===== src/rtl/pwm_bank_if.sv =====
// rtl/pwm_bank_if.sv - control and output bundle of the PWM dimmer bank
interface pwm_bank_if #(
    parameter int N_CH = 8,
    parameter int CH_W = 3
);
    logic [CH_W-1:0] ch_sel;
    logic            inc;
    logic            dec;
    logic            mode_tgl;
    logic [N_CH-1:0] pwm_out;
    logic [6:0]      sel_duty;
    logic            mode;
    logic            period_start;

    modport master (
        output ch_sel, inc, dec, mode_tgl,
        input  pwm_out, sel_duty, mode, period_start
    );

    modport slave (
        input  ch_sel, inc, dec, mode_tgl,
        output pwm_out, sel_duty, mode, period_start
    );
endinterface


===== src/rtl/pwm_bank.sv =====
// rtl/pwm_bank.sv - N-channel PWM dimmer with shadowed duties and two rates (option: PWM_PHASE_STAGGER_EN)
module pwm_bank #(
    parameter int N_CH      = 8,
    parameter int CH_W      = 3,
    parameter int PRE_W     = 16,
    parameter int PRE_SLOW  = 20000,
    parameter int PRE_FAST  = 5000,
    parameter int DUTY_STEP = 5,
    parameter int DUTY_RST  = 50
) (
    input  logic       clk,
    input  logic       reset,
    pwm_bank_if.slave  bus
);

    localparam logic [PRE_W-1:0] PRE_SLOW_MAX = PRE_W'(PRE_SLOW - 1);
    localparam logic [PRE_W-1:0] PRE_FAST_MAX = PRE_W'(PRE_FAST - 1);
    localparam logic [7:0]       STEP         = 8'(DUTY_STEP);
    localparam logic [6:0]       RST_DUTY     = 7'(DUTY_RST);

    logic [PRE_W-1:0] pre_cnt;
    logic [6:0]       phase;
    logic             primed;
    logic             mode_q;
    logic             ps_q;
    logic [N_CH-1:0]  pwm_q;
    logic [6:0]       active     [N_CH];
    logic [6:0]       shadow     [N_CH];
    logic [6:0]       active_nxt [N_CH];
    logic [7:0]       ph_i       [N_CH];

    logic [CH_W-1:0]  ch;
    logic [PRE_W-1:0] pre_max;
    logic             pre_wrap;
    logic             period_wrap;
    logic             restart;
    logic             step_req;

    function automatic logic [6:0] duty_up(input logic [6:0] d);
        logic [7:0] s;
        s = {1'b0, d} + STEP;
        return (s > 8'd100) ? 7'd100 : s[6:0];
    endfunction

    function automatic logic [6:0] duty_down(input logic [6:0] d);
        logic [7:0] s;
        s = ({1'b0, d} < STEP) ? 8'd0 : ({1'b0, d} - STEP);
        return s[6:0];
    endfunction

    assign ch = bus.ch_sel;

    // Rate selection and wrap detection; the first cycle after reset restarts the period like a mode toggle.
    always_comb begin
        pre_max     = mode_q ? PRE_FAST_MAX : PRE_SLOW_MAX;
        pre_wrap    = (pre_cnt == pre_max);
        period_wrap = pre_wrap && (phase == 7'd99);
        restart     = bus.mode_tgl || !primed;
        step_req    = bus.inc ^ bus.dec;
    end

    // Saturating inc/dec of the selected channel; simultaneous inc and dec cancel, out-of-range ch_sel matches nothing.
    always_comb begin
        for (int i = 0; i < N_CH; i++) begin
            active_nxt[i] = active[i];
            if (step_req && (int'(ch) == i)) begin
                active_nxt[i] = bus.inc ? duty_up(active[i]) : duty_down(active[i]);
            end
        end
    end

    // Duty readback of the selected channel, 0 when ch_sel names no channel.
    always_comb begin
        bus.sel_duty = 7'd0;
        for (int i = 0; i < N_CH; i++) begin
            if (int'(ch) == i) bus.sel_duty = active[i];
        end
    end

    // Per-channel phase, optionally offset so channel edges do not all switch together.
    always_comb begin
        for (int i = 0; i < N_CH; i++) begin
`ifdef PWM_PHASE_STAGGER_EN
            ph_i[i] = {1'b0, phase} + 8'(i * (100 / N_CH));
            if (ph_i[i] >= 8'd100) ph_i[i] = ph_i[i] - 8'd100;
`else
            ph_i[i] = {1'b0, phase};
`endif
        end
    end

    // Prescaler, phase counter and period_start pulse.
    always_ff @(posedge clk or negedge reset) begin
        if (!reset) begin
            pre_cnt <= '0;
            phase   <= 7'd0;
            ps_q    <= 1'b0;
            primed  <= 1'b0;
        end else if (restart) begin
            pre_cnt <= '0;
            phase   <= 7'd0;
            ps_q    <= 1'b1;
            primed  <= 1'b1;
        end else begin
            ps_q <= period_wrap;
            if (pre_wrap) begin
                pre_cnt <= '0;
                phase   <= (phase == 7'd99) ? 7'd0 : phase + 7'd1;
            end else begin
                pre_cnt <= pre_cnt + 1'b1;
            end
        end
    end

    // Rate mode flips on each toggle pulse.
    always_ff @(posedge clk or negedge reset) begin
        if (!reset) mode_q <= 1'b0;
        else if (bus.mode_tgl) mode_q <= ~mode_q;
    end

    // Active duties take every update; shadows load only at period boundaries so outputs never glitch.
    always_ff @(posedge clk or negedge reset) begin
        if (!reset) begin
            for (int i = 0; i < N_CH; i++) begin
                active[i] <= RST_DUTY;
                shadow[i] <= RST_DUTY;
            end
        end else begin
            for (int i = 0; i < N_CH; i++) begin
                active[i] <= active_nxt[i];
                if (restart) shadow[i] <= active_nxt[i];
                else if (period_wrap) shadow[i] <= active[i];
            end
        end
    end

    // Registered comparators: duty 0 never fires, duty 100 always fires since phase tops out at 99.
    always_ff @(posedge clk or negedge reset) begin
        if (!reset) begin
            pwm_q <= '0;
        end else begin
            for (int i = 0; i < N_CH; i++) begin
                pwm_q[i] <= (ph_i[i] < {1'b0, shadow[i]});
            end
        end
    end

    assign bus.pwm_out      = pwm_q;
    assign bus.mode         = mode_q;
    assign bus.period_start = ps_q;

endmodule


===== src/flat_wrapper.sv =====
// flat-port wrapper written by rule: the top's interface ports become plain ports
module pwm_bank_flat 
#(
    parameter int N_CH      = 8,
    parameter int CH_W      = 3,
    parameter int PRE_W     = 16,
    parameter int PRE_SLOW  = 20000,
    parameter int PRE_FAST  = 5000,
    parameter int DUTY_STEP = 5,
    parameter int DUTY_RST  = 50
)
  (clk, reset, bus_ch_sel, bus_inc, bus_dec, bus_mode_tgl, bus_pwm_out, bus_sel_duty, bus_mode, bus_period_start);
  pwm_bank_if #(.N_CH(N_CH), .CH_W(CH_W)) bus_i ();
  input  logic clk;
  input  logic reset;
  input wire logic [$bits(bus_i.ch_sel)-1:0] bus_ch_sel;
  input wire logic [$bits(bus_i.inc)-1:0] bus_inc;
  input wire logic [$bits(bus_i.dec)-1:0] bus_dec;
  input wire logic [$bits(bus_i.mode_tgl)-1:0] bus_mode_tgl;
  output wire logic [$bits(bus_i.pwm_out)-1:0] bus_pwm_out;
  output wire logic [$bits(bus_i.sel_duty)-1:0] bus_sel_duty;
  output wire logic [$bits(bus_i.mode)-1:0] bus_mode;
  output wire logic [$bits(bus_i.period_start)-1:0] bus_period_start;
  assign bus_i.ch_sel = bus_ch_sel;
  assign bus_i.inc = bus_inc;
  assign bus_i.dec = bus_dec;
  assign bus_i.mode_tgl = bus_mode_tgl;
  assign bus_pwm_out = bus_i.pwm_out;
  assign bus_sel_duty = bus_i.sel_duty;
  assign bus_mode = bus_i.mode;
  assign bus_period_start = bus_i.period_start;
  pwm_bank #(.N_CH(N_CH), .CH_W(CH_W), .PRE_W(PRE_W), .PRE_SLOW(PRE_SLOW), .PRE_FAST(PRE_FAST), .DUTY_STEP(DUTY_STEP), .DUTY_RST(DUTY_RST)) u_core (.clk(clk), .reset(reset), .bus(bus_i));
endmodule

===== config.mk =====
export PLATFORM = sky130hd
export DESIGN_NAME = pwm_bank_flat
export DESIGN_NICKNAME = d
export VERILOG_FILES = /design/src/rtl/pwm_bank_if.sv /design/src/rtl/pwm_bank.sv /design/src/flat_wrapper.sv
export SDC_FILE = /design/constraint.sdc
export NUM_CORES = 1
export LEC_CHECK = 0
export ABC_CLOCK_PERIOD_IN_PS = 6800
export CORE_MARGIN = 5
export CORE_UTILIZATION = 60
export CTS_BUF_LIST = sky130_fd_sc_hd__clkbuf_8 sky130_fd_sc_hd__clkbuf_16
export CTS_CLUSTER_DIAMETER = 100
export CTS_CLUSTER_SIZE = 28
export DETAILED_ROUTE_END_ITERATION = 6
export PLACE_DENSITY = 0.77
export SYNTH_ARGS = -nofsm -noshare
export SYNTH_HDL_FRONTEND = slang
export SYNTH_SLANG_ARGS = --single-unit

===== constraint.sdc =====
create_clock -name clk -period 6.8 [get_ports clk]
set_input_delay 1.7 -clock clk [delete_from_list [all_inputs] [get_ports clk]]
set_output_delay 1.7 -clock clk [all_outputs]
set_load 0.05 [all_outputs]

* After elaboration in Yosys (flattened, before gate mapping)
Index checks and enable logic that the tools add are counted.
Storage, ports and cells: flip-flop bits (word level) 146, input bits 8, output and inout port bits 17, word-level logic and storage cells 152
Cells by class: add/subtract/negate cells 18, magnitude comparators 24, eq/ne operators 9, mux-type cells 63, bitwise logic cells 2, reductions and logical operators 14
Operators by type and width (count):
- $mux W7 | 59
- $add A7 B3 Y8 const B | 8
- $gt A8 B7 Y1 const B | 8
- $lt A7 B3 Y1 const B | 8
- $lt A7 B7 Y1 | 8
- $sub A7 B3 Y7 const B | 8
- $mux W16 | 2
- $add A16 B1 Y16 const B | 1
- $eq A16 B16 Y1 | 1
- $mux W15 | 1
- $eq A3 B3 Y1 const B | 4
- $logic_and A1 B1 Y1 | 9
- $add A7 B1 Y7 const B | 1
- $eq A7 B7 Y1 const B | 1
- $eq A3 B2 Y1 const B | 2
- $reduce_bool A2 Y1 | 2
- $eq A3 B1 Y1 const B | 1
- $logic_not A3 Y1 | 1
- $logic_not A1 Y1 | 1
- $logic_or A1 B1 Y1 | 1
- $mux W1 | 1
- $not A1 Y1 | 1
- $xor A1 B1 Y1 | 1

* Longest topological paths before layout
depth after elaboration 9, mapped depth 10, mapped depth without buffers 9

* Worst setup path after synthesis
Ideal clock, no wire load.
path kind input to output, from in bus_ch_sel[0], to out bus_sel_duty[1], arrival time 3.567 ns, required time 5.100 ns, setup slack 1.533 ns, stages 5, buffers on the path 3, path through buf_2 -> buf_2 -> buf_2 -> nand2_1 -> o21ai_0
On the way: word-level cells in the longest chain between the ends 9, elaborated cells between the ends (all ways) 16, classes of those cells eq/ne: 7; mux: 8; reduce/logical: 1
RTL lines:
- start, declared | RTL line flat_wrapper.sv:16 | input wire logic [$bits(bus_i.ch_sel)-1:0] bus_ch_sel;
- $logic_not A3 Y1 | RTL line pwm_bank.sv:76 | if (int'(ch) == i) bus.sel_duty = active[i];
- $mux W7 (7 in a row) | RTL line pwm_bank.sv:76
- $mux W7 (*) | RTL line pwm_bank.sv:76
- end, declared | RTL line flat_wrapper.sv:21 | output wire logic [$bits(bus_i.sel_duty)-1:0] bus_sel_duty;
Mark *: on every way between the ends. The rest lies on a longest branch, timed or not.

* Worst setup path in the final report
from in bus_ch_sel[0], to out bus_sel_duty[6]
Same word-level chain as after synthesis.

==> results.toml <==
[routing]
met1_length_um = 13800
wl_um = 31500
routed-via-count = 10554
viasPerCell = 6.57
wl_met3_um = 2460
wl_per_cell_um = 19.6
initialDrtViolationCount = 1120
wl_met2_um = 14500
drt_first_pass_iters = 7
final_antenna_net_count = 0
dr.max_layer_used = "met4"
drc = 3

[place]
io_buffer_count = 24
dp_slack_ps = 987
placed_area_sq_um = 11500
gp_congestion = 0.970
post-dp-hpwl_um = 21100

[clock_tree]
cts.clk_slew.worst_paths_ps = 70
htreeDepth = 4
cts_buffer_depth = 2
hold_buffers = 0
insertion_delay_ps = 430
numCtsBuffers = 17
cts_resized = 0
postCtsSetupRepairBufs = 0
clock_sinks = 146
root_buffer = "clkbuf_16"
cts_tree = "built"

[synth]
synthDistinctLibCells = 85
synth_nets = 1480
synth-seq-cells = 146
async_reset_ff_frac = 1.00
synth_area_sq_um = 11400
synth_top_area_share = 0.215
syn_inst = 1406
synth_area_leaders = "dfrtp_1, dfstp_2, ha_1"
ys_seq_area_frac = 0.326
synth.largest_area_cell = "dfrtp_1"
synthTopCellsByCount = "nand2_1, nor2_1, a21oi_1"
synthFlopType = "dfrtp_1"
yosysWarnings = 0
synth_most_common_cell = "nand2_1"
synth_edf_count = 0
postSynthAreaPerCell_sq_um = 8.10

[timing]
finalClockSkew_ps = 13.6
finalHoldViolCount = 0
rsz0062_at_grt = "false"
fin_tns_setup_ps = 0
slew-limit-headroom = 0.340
worstMarginPinSlew_ps = 990
slew_viol_final = 0
layout_setup_ws_ps = 968
setup_violations = 0
period_share = 0.858
period_minus_slack_ps = 5830
fmax_mhz = 171

[floorplan]
fp.dieW_um = 148
io_pins = 25
start_util = 0.609
dieHeight_um = 148
coreArea_sq_um = 18700
dieArea_sq_um = 21800
rows = 50

[grt]
antenna_found_initial = 0
grt_pass1_wl_um = 50900
grt_max_degree = 78
grt_pass1_vias = 9514
overflow = 0
grt_use_total = 0.291

[power]
pwr-share-seq = 0.378
p_clk_frac = 0.219
power.density_nw_per_um2 = 374
pwr-share-comb = 0.404
internal_power_mw = 2.53
power_switching_share = 0.441
p_leak_nw = 5.17
fin_total_pwr_mw = 4.54
p_switching_mw = 2.00
ir_drop_uv = 232

[hold_path]
holdCritPathClass = "register to register"

[worst_setup_path]
worst-r2r-setup-slack_ps = 3450
critPathCaptureType = "primary output"
critical_path_class = "input port to primary output"
crit_path_start_kind = "input port"
crit_fanout = 34
cp.required_ps = 5100
arrival_ps = 4130

[outcome]
outcome = "finished with violations"
violations = "DRC"

[final_layout]
nNetsFinal = 1433
drive_above_1_share = 0.101
final_area_sq_um = 12100
fillers = 1567
antenna_cells = 0
area_growth_pct = 6.69

[flow_run]
cap_viol_max_count = 0
cells in the final DEF, fill, tap and decap left out, drive strengths merged, types with 11 or more instances in the layout:
cell type	instances
a21oi	123
xor2	18
or3	12
nor3	49
o211ai	20
buf	15
ha	66
o22ai	15
a31oi	33
inv	101
dfstp	48
nand2	142
a21o	42
nor4	21
dfrtp	98
nor2	129
clkdlybuf4s50	20
clkbuf	17
nand2b	26
nand3	45
nand4	13
o21a	23
o21ai	77
and3	11
xnor2	22
a211oi	18
cells by family after synthesis:
family | share of synthesized area
and+or+nand+nor | 0.215
AOI/OAI and AO/OA | 0.252
buffers and inverters | 0.0706
DFF | 0.326
adders and majority gates | 0.0725
xor gates and xnor gates | 0.0314
muxes | 0.0319
other | 0.000329
path summary, 6_finish.rpt:
check,end,cells after the start,startpoint
worst max-delay path,bus_sel_duty[6],5,bus_ch_sel[0]
worst max register to register,u_core.shadow[43],8,u_core.phase[5]
worst min-delay path,u_core.pre_cnt[0],1,u_core.pre_cnt[0]
min in group asynchronous,u_core.active[24],1,reset
worst min register to register,u_core.pre_cnt[0],1,u_core.pre_cnt[0]
max in group asynchronous,u_core.shadow[0],2,reset
layout make-up:
cell class	count	area [sq um]	share of cell area
multi-input combinational	1068	6880	0.566
sequential	146	3710	0.306
clock buffer	17	425	0.0350
inverter	91	342	0.0281
timing repair buffer	35	314	0.0259
clock inverter	15	181	0.0149
tap	234	293	0.0241
registers in the layout (all words and copies together) (netlist names):
register,cells
u_core.shadow,56
u_core.bus.pwm_out,8
u_core.active,56
u_core.phase,7
u_core.pre_cnt,16
u_core.bus.mode,1
u_core.bus.period_start,1
u_core.primed,1
critical path, cell delays in order:
cell             delay [ps]
clkdlybuf4s50_1         460
buf_4                   370
mux4_2                  570
mux2_2                  300
clkdlybuf4s50_1         710
per-stage QoR:
stage / util / hold slack [ps] / cells
after CTS: 0.649 / 487 / 1606
after floorplan: - / 425 / 1406
after global routing: 0.649 / 497 / 1606
final: 0.649 / 480 / 1606
after detailed placement: 0.617 / 464 / 1574
after global placement: 0.617 / 450 / 1574
power by group through the flow:
| stage | Clock, mW | Sequential [mW] | Combinational [mW] |
|---|---|---|---|
| detailed placement | 0 | 1.71 | 1.79 |
| CTS | 1.00 | 1.69 | 1.81 |
| global placement | 0 | 1.70 | 1.76 |
| global route | 1.05 | 1.76 | 2.06 |
| finish | 0.992 | 1.71 | 1.83 |
| floorplan | 0 | 1.36 | 1.69 |
metal layers:
layer  vias up  track usage
met5         -            0
met4         0       0.0829
met3        65       0.0549
met2       463        0.463
met1      5016        0.408
li1       5010            -
No activity file was read; power rests on OpenSTA's default activity.
